`src/rtl/typing_scorer.sv`:
```
// Typing-run statistics producer: counts keys/correct keys/seconds while state==2, then
// derives wpm and accuracy with one shared restoring divider and pulses finish.
module typing_scorer #(
   parameter int CNT_W   = 12,
   parameter int SEC_W   = 10,
   parameter int DIVD_W  = 20,
   parameter int MAX_WPM = 999
) (
   input  logic       clk,
   input  logic       rst,
   input  logic [2:0] state,
   input  logic       key_valid,
   input  logic       key_correct,
   input  logic       sec_tick,
   output logic [9:0] wpm,
   output logic [9:0] acc,
   output logic       finish,
   output logic       busy
);

   localparam int DVS_W  = (CNT_W > SEC_W) ? CNT_W : SEC_W;
   localparam int ITER_W = $clog2(DIVD_W);

   typedef enum logic [2:0] {IDLE, RUN, DIV_W, DIV_A, DONE} fsm_t;

   fsm_t              fsm_q;
   logic [2:0]        state_prev_q;
   logic              stop_q;
   logic [CNT_W-1:0]  total_q, correct_q;
   logic [SEC_W-1:0]  secs_q;
   logic [DVS_W-1:0]  rem_q, dvs_q;
   logic [DIVD_W-1:0] quo_q;
   logic [ITER_W-1:0] iter_q;
   logic [9:0]        wpm_q, acc_q;
   logic              finish_q, busy_q;

   logic              entry;
   logic [DVS_W:0]    trial;
   logic              ge;
   logic [DVS_W-1:0]  rem_d;
   logic [DIVD_W-1:0] quo_d;
   logic [DIVD_W-1:0] wpm_dvd, acc_dvd;
   logic              last_iter;

   assign entry     = (state == 3'd2) && (state_prev_q != 3'd2);
   assign last_iter = (iter_q == ITER_W'(DIVD_W - 1));

   // One restoring step: shift the next dividend bit into the remainder, subtract if it fits.
   assign trial = {rem_q, quo_q[DIVD_W-1]};
   assign ge    = (trial >= {1'b0, dvs_q});
   assign rem_d = ge ? DVS_W'(trial - {1'b0, dvs_q}) : trial[DVS_W-1:0];
   assign quo_d = {quo_q[DIVD_W-2:0], ge};

   assign wpm_dvd = DIVD_W'(correct_q) * DIVD_W'(12);
   assign acc_dvd = DIVD_W'(correct_q) * DIVD_W'(100);

   always_ff @(posedge clk or posedge rst) begin
      if (rst) begin
         fsm_q        <= IDLE;
         state_prev_q <= 3'd0;
         stop_q       <= 1'b0;
         total_q      <= '0;
         correct_q    <= '0;
         secs_q       <= '0;
         rem_q        <= '0;
         dvs_q        <= '0;
         quo_q        <= '0;
         iter_q       <= '0;
         wpm_q        <= '0;
         acc_q        <= '0;
         finish_q     <= 1'b0;
         busy_q       <= 1'b0;
      end else begin
         state_prev_q <= state;
         finish_q     <= 1'b0;
         if (entry) begin
            // Fresh entry into the typing state abandons whatever was in flight.
            fsm_q     <= RUN;
            stop_q    <= 1'b0;
            total_q   <= '0;
            correct_q <= '0;
            secs_q    <= '0;
            iter_q    <= '0;
            wpm_q     <= '0;
            acc_q     <= '0;
            busy_q    <= 1'b0;
         end else begin
            case (fsm_q)
               IDLE: ;
               RUN: begin
                  if (state == 3'd2) begin
                     if (key_valid && !(&total_q))
                        total_q <= total_q + 1'b1;
                     if (key_valid && key_correct && !(&correct_q))
                        correct_q <= correct_q + 1'b1;
                     if (sec_tick && !(&secs_q))
                        secs_q <= secs_q + 1'b1;
                  end else if (state == 3'd3) begin
                     // First cycle freezes the counters; the next loads the wpm division.
                     stop_q <= 1'b1;
                     if (stop_q) begin
                        fsm_q  <= DIV_W;
                        busy_q <= 1'b1;
                        quo_q  <= wpm_dvd;
                        rem_q  <= '0;
                        dvs_q  <= (secs_q == '0) ? DVS_W'(1) : DVS_W'(secs_q);
                        iter_q <= '0;
                     end
                  end else begin
                     fsm_q  <= IDLE;
                     stop_q <= 1'b0;
                  end
               end
               DIV_W: begin
                  iter_q <= iter_q + 1'b1;
                  quo_q  <= quo_d;
                  rem_q  <= rem_d;
                  if (last_iter) begin
                     wpm_q  <= (quo_d > DIVD_W'(MAX_WPM)) ? 10'(MAX_WPM) : quo_d[9:0];
                     fsm_q  <= DIV_A;
                     iter_q <= '0;
                     rem_q  <= '0;
                     // No keys: divide 0 by 1 so the phase length stays fixed and the result is 0.
                     quo_q  <= (total_q == '0) ? '0 : acc_dvd;
                     dvs_q  <= (total_q == '0) ? DVS_W'(1) : DVS_W'(total_q);
                  end
               end
               DIV_A: begin
                  iter_q <= iter_q + 1'b1;
                  quo_q  <= quo_d;
                  rem_q  <= rem_d;
                  if (last_iter) begin
                     acc_q    <= quo_d[9:0];
                     fsm_q    <= DONE;
                     busy_q   <= 1'b0;
                     finish_q <= 1'b1;
                  end
               end
               DONE: begin
                  fsm_q  <= IDLE;
                  stop_q <= 1'b0;
               end
               default: fsm_q <= IDLE;
            endcase
         end
      end
   end

   assign wpm    = wpm_q;
   assign acc    = acc_q;
   assign finish = finish_q;
   assign busy   = busy_q;

endmodule

```
`config.mk`:
```
export PLATFORM = sky130hd
export DESIGN_NAME = typing_scorer
export DESIGN_NICKNAME = d
export VERILOG_FILES = /design/src/rtl/typing_scorer.sv
export SDC_FILE = /design/constraint.sdc
export NUM_CORES = 1
export LEC_CHECK = 0
export CORE_ASPECT_RATIO = 0.8
export CORE_MARGIN = 2
export CORE_UTILIZATION = 55
export DETAILED_ROUTE_END_ITERATION = 7
export DONT_BUFFER_PORTS = 1
export GPL_TIMING_DRIVEN = 0
export PLACE_DENSITY = 0.7
export SLEW_MARGIN = 20
export SYNTH_ARGS = -nofsm -noshare
export SYNTH_HDL_FRONTEND = slang
export SYNTH_SLANG_ARGS = --single-unit
```
`constraint.sdc`:
```
create_clock -name clk -period 5 [get_ports clk]
set_clock_uncertainty 0.05 [all_clocks]
set_input_delay 0.5 -clock clk [delete_from_list [all_inputs] [get_ports clk]]
set_output_delay 0.5 -clock clk [all_outputs]
set_load 0.01 [all_outputs]
```
== After elaboration in Yosys (flattened, before gate mapping) ==
Cells that the tools add are included.
Storage, ports and cells
  register bits: 112
  input port bits: 8
Cells by class
  equality and inequality tests: 19
  bitwise gates (word level): 1
  $lt $le $gt $ge: 2
  multiplexer cells: 64
  add/sub/neg operators: 5
  reduce and logical (&&, ||, !) cells: 38
  multiply operators: 2
Operators with widths (number)
  $mux W12: 18
  $mux W10: 12
  $mux W20: 4
  $pmux W20 S3: 1
  $pmux W12 S3: 1
  $mux W5: 5
  $add A12 B1 Y12 const B: 2
  $pmux W12 S2: 1
  $reduce_and A12 Y1: 2
  $gt A20 B10 Y1 const B: 1
  $mux W19: 1
  $mux W3: 6
  $reduce_bool A2 Y1: 9
  $mul A12 B5 Y17 const B: 1
  $ne A3 B3 Y1 const B: 5
  $pmux W5 S3: 1
  $reduce_and A5 Y1: 3
  $mul A12 B2 Y14 const B: 1
  $ge A13 B12 Y1: 1
  $eq A3 B2 Y1 const B: 4
  $logic_not A12 Y1: 1
  $pmux W3 S4: 1
  $sub A12 B12 Y12: 1
  $mux W1: 11
  21 further kinds: 38

== Depth between registers and ports, before layout ==
Gate-level depths: netlist (run 1).
  word-level depth: 7
  mapped depth: 13

== Worst setup path after synthesis (run 1) ==
Ideal clock, no wire load.
  kind: reg-to-reg
  start point: reg correct_q[3]
  end point: reg quo_q[16]
  data arrival time: 3.134 ns
  setup time: 0.129 ns
  required time: 4.821 ns
  clock period less this slack: 3.314 ns
  path slack: 1.686 ns
  stages on the path, launching flop included: 13
  cells stage by stage: dfrtp_1 > ha_1 > inv_1 > fa_1 > fa_1 > inv_1 > ha_1 > a21oi_1 > nand2b_1 > nand4b_1 > a31o_2 > a211oi_1 > o31ai_1
Between the ends
  longest elaborated chain between the ends: 4
RTL lines
  start: declaration: RTL line 29  | logic [CNT_W-1:0] total_q, correct_q;
  start signal: assignment: RTL line 95  | correct_q <= correct_q + 1'b1;
  $mul A12 B5 Y17: RTL line 55  | assign acc_dvd = DIVD_W'(correct_q) * DIVD_W'(100);
  $mux W19: RTL line 124  | quo_q <= (total_q == '0) ? '0 : acc_dvd;
  $mux W20: RTL line 118  | if (last_iter) begin
  $pmux W20 S3: RTL line 88  | case (fsm_q)
  end signal: assignment: RTL line 116  | quo_q <= quo_d;
  end signal: assignment: RTL line 124
  end signal: assignment: RTL line 130  | quo_q <= quo_d;
  end: declaration: RTL line 32  | logic [DIVD_W-1:0] quo_q;
No other way between the ends.
A chain may end at the register's enable or synchronous reset.

== Worst setup path in the final report (run 1) ==
Ends and elaborated chain as after synthesis.

==> metrics.yaml, run 1 <==
status:
  status: "completed"
route:
  vias: 6384
  route.detailed.drc: 0
  wl_per_cell_um: 19.0
  drtAntennaViolNets: 0
  firstDrtPassIters: 5
  drt-initial-drc-count: 591
  wl_um: 19600
  viasPerCell: 6.20
yosys:
  synth-edff-count: 0
  syn_inst: 832
  dominantRegCellSynth: "dfrtp_1"
  avgSynthCellArea_um2: 9.20
  seq_area_frac_synth_pct: 36.6
  syn-cell-area_um2: 7650
  yosys_warnings: 0
  ys_seq_elements: 112
  synth_cell_type_count: 77
  synth_nets: 916
  async_flop_share_pct: 100
timing:
  setup_viol: 0
  finalCritPeriodShare_pct: 72.8
  clock.fmax_mhz: 275
  fin_setup_tns_ps: 0
  slew_headroom_pct: 32.9
  period_needed_ps: 3640
  rsz0062_at_grt: "false"
  finalMaxSlewViolations: 0
  setup_ws_ps: 1360
  tightest_slew_ps: 999
  finalHoldViolations: 0
flow_run:
  maxCapViolCount: 0
critical_path:
  cp-start-kind: "flip-flop"
  worstRegToRegCells: 12
  path_max_fanout: 6
  crit_arrival_ps: 3830
  endpoint_kind: "flip-flop"
  crit_type: "flip-flop to flip-flop"
  r2r_slack_ps: 1360
  worst_ep_required_time_ps: 5190
global_route:
  grt_pass1_wl_um: 32000
  antenna_found_initial: 0
  track_usage_pct: 28.0
  grt_pass1_vias: 6111
  grt_max_degree: 81
  grt_overflow: 0
finish:
  diodes: 0
  syn_to_final_growth_pct: 7.26
  drive_gt1_share_pct: 6.36
  fin_nets: 929
  seq_area_um2: 2800
  multi_input_area_um2: 4510
  nFillCells: 1217
clocking:
  cts_tree: "yes"
  cts_root_buffer: "clkbuf_16"
  htreeDepth: 3
  numCtsBuffers: 9
  clock_sinks: 112
  clk_pin_slew_ps: 80
  cts_setup_buffers: 0
  insertion_delay_ps: 360
  clockBufferDepth: 2
  cts_repair_resize_count: 0
placed_design:
  port_buffers: 0
  finalWeightedCongestion: 0.919
  dp_worst_setup_slack_ps: 1390
  hpwl_um: 15000
floorplan:
  top_level_ports: 30
  core_area_um2: 13600
  start_util_pct: 56.3
  die_area_um2: 14900
  die_x_um: 136
  num_rows: 38
  dieHeight_um: 110
worst_hold_path:
  min_path_cells: 0
  worstHoldPathType: "primary input to flip-flop"
power_and_ir_drop:
  power_density_nw_per_um2: 323
  p_leak_nw: 3.89
  ir_worst_vdd_uv: 226
-- path summary, 6_finish.rpt --
check | start | to
max in group asynchronous | rst | wpm[8]
min in group asynchronous | rst | correct_q[7]
worst max-delay path | correct_q[3] | quo_q[16]
worst max register to register | correct_q[3] | quo_q[16]
worst min-delay path | state[2] | state_prev_q[2]
worst min register to register | dvs_q[8] | dvs_q[8]
-- worst max-delay path, stage by stage (launching register included) --
cell and delay, ps:
dfrtp_1 480, ha_1 310, inv_1 170, fa_1 450, fa_1 490, inv_1 40, ha_1 340, a21oi_1 210
nand2b_1 150, nand4b_1 210, a31o_2 300, a211oi_1 230, o31ai_1 90
-- area by class of cell --
| class | instances | area share, % |
|---|---|---|
| repair buffers | 2 | 0.457 |
| plain buffers | 30 | 1.54 |
| multi-input cells | 633 | 54.9 |
| clock buffers | 9 | 2.74 |
| inverters | 57 | 2.67 |
| clock inverters | 6 | 0.762 |
| flip-flops and latches | 112 | 34.1 |
| well taps | 180 | 2.74 |
-- through the flow --
step / cells / util [%] / hold WS, ps / cell area [um2] / power (mW)
5_1_grt: 1029 / 60.4 / 93.8 / 8210 / 2.80
3_5_place_dp: 1013 / 58.2 / 311 / 7910 / 1.93
4_1_cts: 1029 / 60.4 / 102 / 8210 / 2.64
3_3_place_gp: 1012 / 57.9 / 419 / 7880 / 1.89
6_report: 1029 / 60.4 / 112 / 8210 / 2.65
2_1_floorplan: 832 / - / 400 / 7650 / 1.73
-- cell usage in the layout, fill, tap and decap left out, types with 16 or more instances in the layout --
master,count
a21oi_1,35
clkbuf_1,17
dfrtp_1,112
fa_1,16
ha_1,60
inv_1,55
mux2i_1,17
nand2_1,86
nand3_1,28
nor2_1,77
o21ai_0,41
o21ai_1,25
xnor2_1,32
xor2_1,22
-- power breakdown --
group | internal (mW) | switching [mW]
Sequential | 1.05 | 0.152
Clock | 0.349 | 0.359
Combinational | 0.292 | 0.443
Total | 1.69 | 0.954
-- metal layers --
metal | up-vias | track usage (%) | share of wire [%] | routed length, um
met2 | 251 | 41.2 | 42 | 8260
li1 | 2999 | - | - | -
met1 | 3118 | 42.0 | 48 | 9430
met5 | - | 0 | 0 | 0
met3 | 16 | 6.82 | 8.8 | 1720
met4 | 0 | 5.65 | 0.77 | 151
-- cells by family (layout without fill, tap and decap cells) --
group           Yosys count  count (layout)  synth area share, %
compound gates          207             207                 18.3
xor+xnor                 54              54                 6.18
fa+ha+maj                76              76                 14.0
buf+inv                  87             104                 4.45
flops                   112             112                 36.6
mux                      17              17                 2.22
simple gates            279             279                 18.2
-- registers in the layout, summed over array words and instances, names as in the netlist --
| name | cells |
|---|---|
| busy | 1 |
| quo_q | 20 |
| acc | 10 |
| stop_q | 1 |
| wpm | 10 |
| iter_q | 5 |
| finish | 1 |
| dvs_q | 12 |
| correct_q | 12 |
| total_q | 12 |
| fsm_q | 3 |
| state_prev_q | 3 |
| rem_q | 12 |
| secs_q | 10 |
-- timing repair --
action,in CTS,in global routing
setup endpoints to repair,0,0
hold buffers,1,0
hold endpoints to repair,32,0
-- cells in the mapped netlist, drive strengths merged (7+ instances only) --
library cell / instances / area, um2
o211ai: 14 / 105
clkbuf: 18 / 68.8
inv: 56 / 210
a21oi: 36 / 184
dfrtp: 112 / 2800
nand2: 86 / 323
mux2i: 17 / 170
nand4: 13 / 81.3
o21ai: 67 / 339
a21o: 8 / 60.1
fa: 16 / 320
nor2: 77 / 289
nand3: 30 / 160
xor2: 22 / 193
nand2b: 12 / 75.1
xnor2: 32 / 280
nor3: 16 / 90.1
o31ai: 7 / 52.6
a211oi: 7 / 62.6
ha: 60 / 751
nor2b: 7 / 43.8
buf: 12 / 57.6
Note: power is estimated with default switching activity, not from simulation.
==> run 2, diff against run 1 <==
==> constraint.sdc (replaced) <==
create_clock -name clk -period 3.6 [get_ports clk]
set_clock_uncertainty 0.05 [all_clocks]
set_input_delay 0.36 -clock clk [delete_from_list [all_inputs] [get_ports clk]]
set_output_delay 0.36 -clock clk [all_outputs]
set_load 0.01 [all_outputs]
==> run 2 against run 1 <==
- cell count grew 0.49%
- utilization rose by 0.59 points
- clock-buffer cell count is the same
- global-route usage increased by 0.12 points
- sequential share of layout area decreased by 0.27 points
- flip-flop and latch count unchanged
==> metrics.yaml, run 2 (synthesized netlist as in run 1, its figures left out) <==
critical_path:
  worstReg2RegStart: "correct_q[1]"
  r2r_slack_ps: 200
  worstRegToRegCells: 10
  worst_ep_required_time_ps: 3790
  crit_arrival_ps: 3580
  path_max_fanout: 5
  endpoint_kind: "flip-flop"
  cp-start-kind: "flip-flop"
  crit_path_start: "correct_q[1]"
  reg2reg_to: "quo_q[16]"
  crit_type: "flip-flop to flip-flop"
  crit_end: "quo_q[16]"
floorplan:
  start_util_pct: 56.3
  dieHeight_um: 110
  die_x_um: 136
  num_rows: 38
  top_level_ports: 30
  die_area_um2: 14900
  core_area_um2: 13600
placed_design:
  hpwl_um: 15000
  finalWeightedCongestion: 0.919
  dp_cells: 1013
  port_buffers: 0
  dp_worst_setup_slack_ps: -5.41
  place_area_um2: 7910
flow_run:
  maxCapViolCount: 0
power_and_ir_drop:
  p_leak_nw: 3.90
  ir_worst_vdd_uv: 315
  power_density_nw_per_um2: 444
route:
  wl_per_cell_um: 19.0
  drt-initial-drc-count: 588
  viasPerCell: 6.22
  drtAntennaViolNets: 0
  route.detailed.drc: 0
  firstDrtPassIters: 6
  wl_um: 19600
  vias: 6429
global_route:
  grt_overflow: 0
  grt_max_degree: 81
  grtUsageMet2_pct: 41.5
  grt_pass1_wl_um: 32100
  met3_usage_pct: 6.69
  use_met1_pct: 42.2
  track_usage_pct: 28.1
  antenna_found_initial: 0
  grt_busiest_layer: "met1"
  grt_pass1_vias: 6140
timing:
  fin_setup_tns_ps: 0
  finalMaxSlewViolations: 0
  slew_headroom_pct: 31.4
  clock.fmax_mhz: 294
  period_needed_ps: 3400
  finalHoldViolations: 0
  setup_ws_ps: 203
  setup_viol: 0
  rsz0062_at_grt: "false"
  tightest_slew_ps: 1020
  finalCritPeriodShare_pct: 94.4
finish:
  final_common_cell: "dfrtp_1"
  syn_to_final_growth_pct: 8.31
  diodes: 0
  design_area_um2: 8290
  regMostFlops: "quo_q"
  fin_cells: 1034
  final_cell_mix: "dfrtp_1 (108), nand2_1 (86), nor2_1 (77)"
  post-route-util_pct: 60.9
  fin_nets: 934
  drive_gt1_share_pct: 7.96
  largest_reg_flops: 20
clocking:
  cts_tree: "yes"
  numCtsBuffers: 9
  clk_pin_slew_ps: 80
  htreeDepth: 3
  clockBufferDepth: 2
  cts_root_buffer: "clkbuf_16"
  clock_sinks: 112
  insertion_delay_ps: 360
status:
  status: "completed"
worst_hold_path:
  hold_start: "state[0]"
  worstHoldPathType: "primary input to flip-flop"
## run 2: changes by cell type in the layout (fill, tap and decap cells not counted), moves of 2 or more
cell           delta
ha_2              +2
dfrtp_2           +4
ha_1              -2
buf_4             +2
dfrtp_1           -4
dlygate4sd3_1     +3
## run 2: layer usage
layer,share of wire (%),wire length (um)
met2,42,8250
met5,0,0
met3,8.5,1670
met1,48,9490
met4,1.1,218
## run 2: area by class of cell
| type | instances | area (um2) |
|---|---|---|
| fillers | 1208 | 5310 |
| multi-input cells | 633 | 4540 |
| flip-flops and latches | 112 | 2810 |
| clock buffers | 9 | 225 |
| well taps | 180 | 225 |
| inverters | 57 | 219 |
| plain buffers | 30 | 126 |
| repair buffers | 7 | 82.6 |
| clock inverters | 6 | 62.6 |
## run 2: timing repair
action | CTS | global route
pin swaps | 0 | 1
setup endpoints to repair | 1 | 6
hold endpoints to repair | 35 | 0
hold buffers | 4 | 0
buffers inserted | 0 | 2
gates resized for setup | 1 | 11
## run 2: how the worst min path moves through the flow
stage | end | slack [ps] | depth (start not counted)
after global routing | stop_q | 280 | 3
final | stop_q | 240 | 3
after global placement | state_prev_q[1] | 340 | 0
after detailed placement | correct_q[10] | 170 | 1
after floorplan | state_prev_q[0] | 340 | 0
after CTS | stop_q | 230 | 3
## run 2: critical path, stage by stage, from the launching register on
cell and delay (ps):
dfrtp_1 440, ha_1 270, fa_1 520, fa_1 410, ha_1 360, nor2b_2 190, o2111ai_2 190, nand4b_1 230
a31o_2 290, a211oi_1 230, o31ai_1 90
## run 2: report_power, final
part           internal, mW  leakage [nW]  switching [mW]
combinational         0.408          2.29           0.615
clock                 0.485         0.141           0.502
sequential             1.46          1.47           0.211
total                  2.36          3.90            1.33
## run 2: per-stage QoR
step / power [mW] / hold WS [ps]
3_5_place_dp: 2.67 / 171
4_1_cts: 3.67 / 231
5_1_grt: 3.90 / 278
2_1_floorplan: 2.40 / 341
3_3_place_gp: 2.63 / 342
6_report: 3.68 / 242
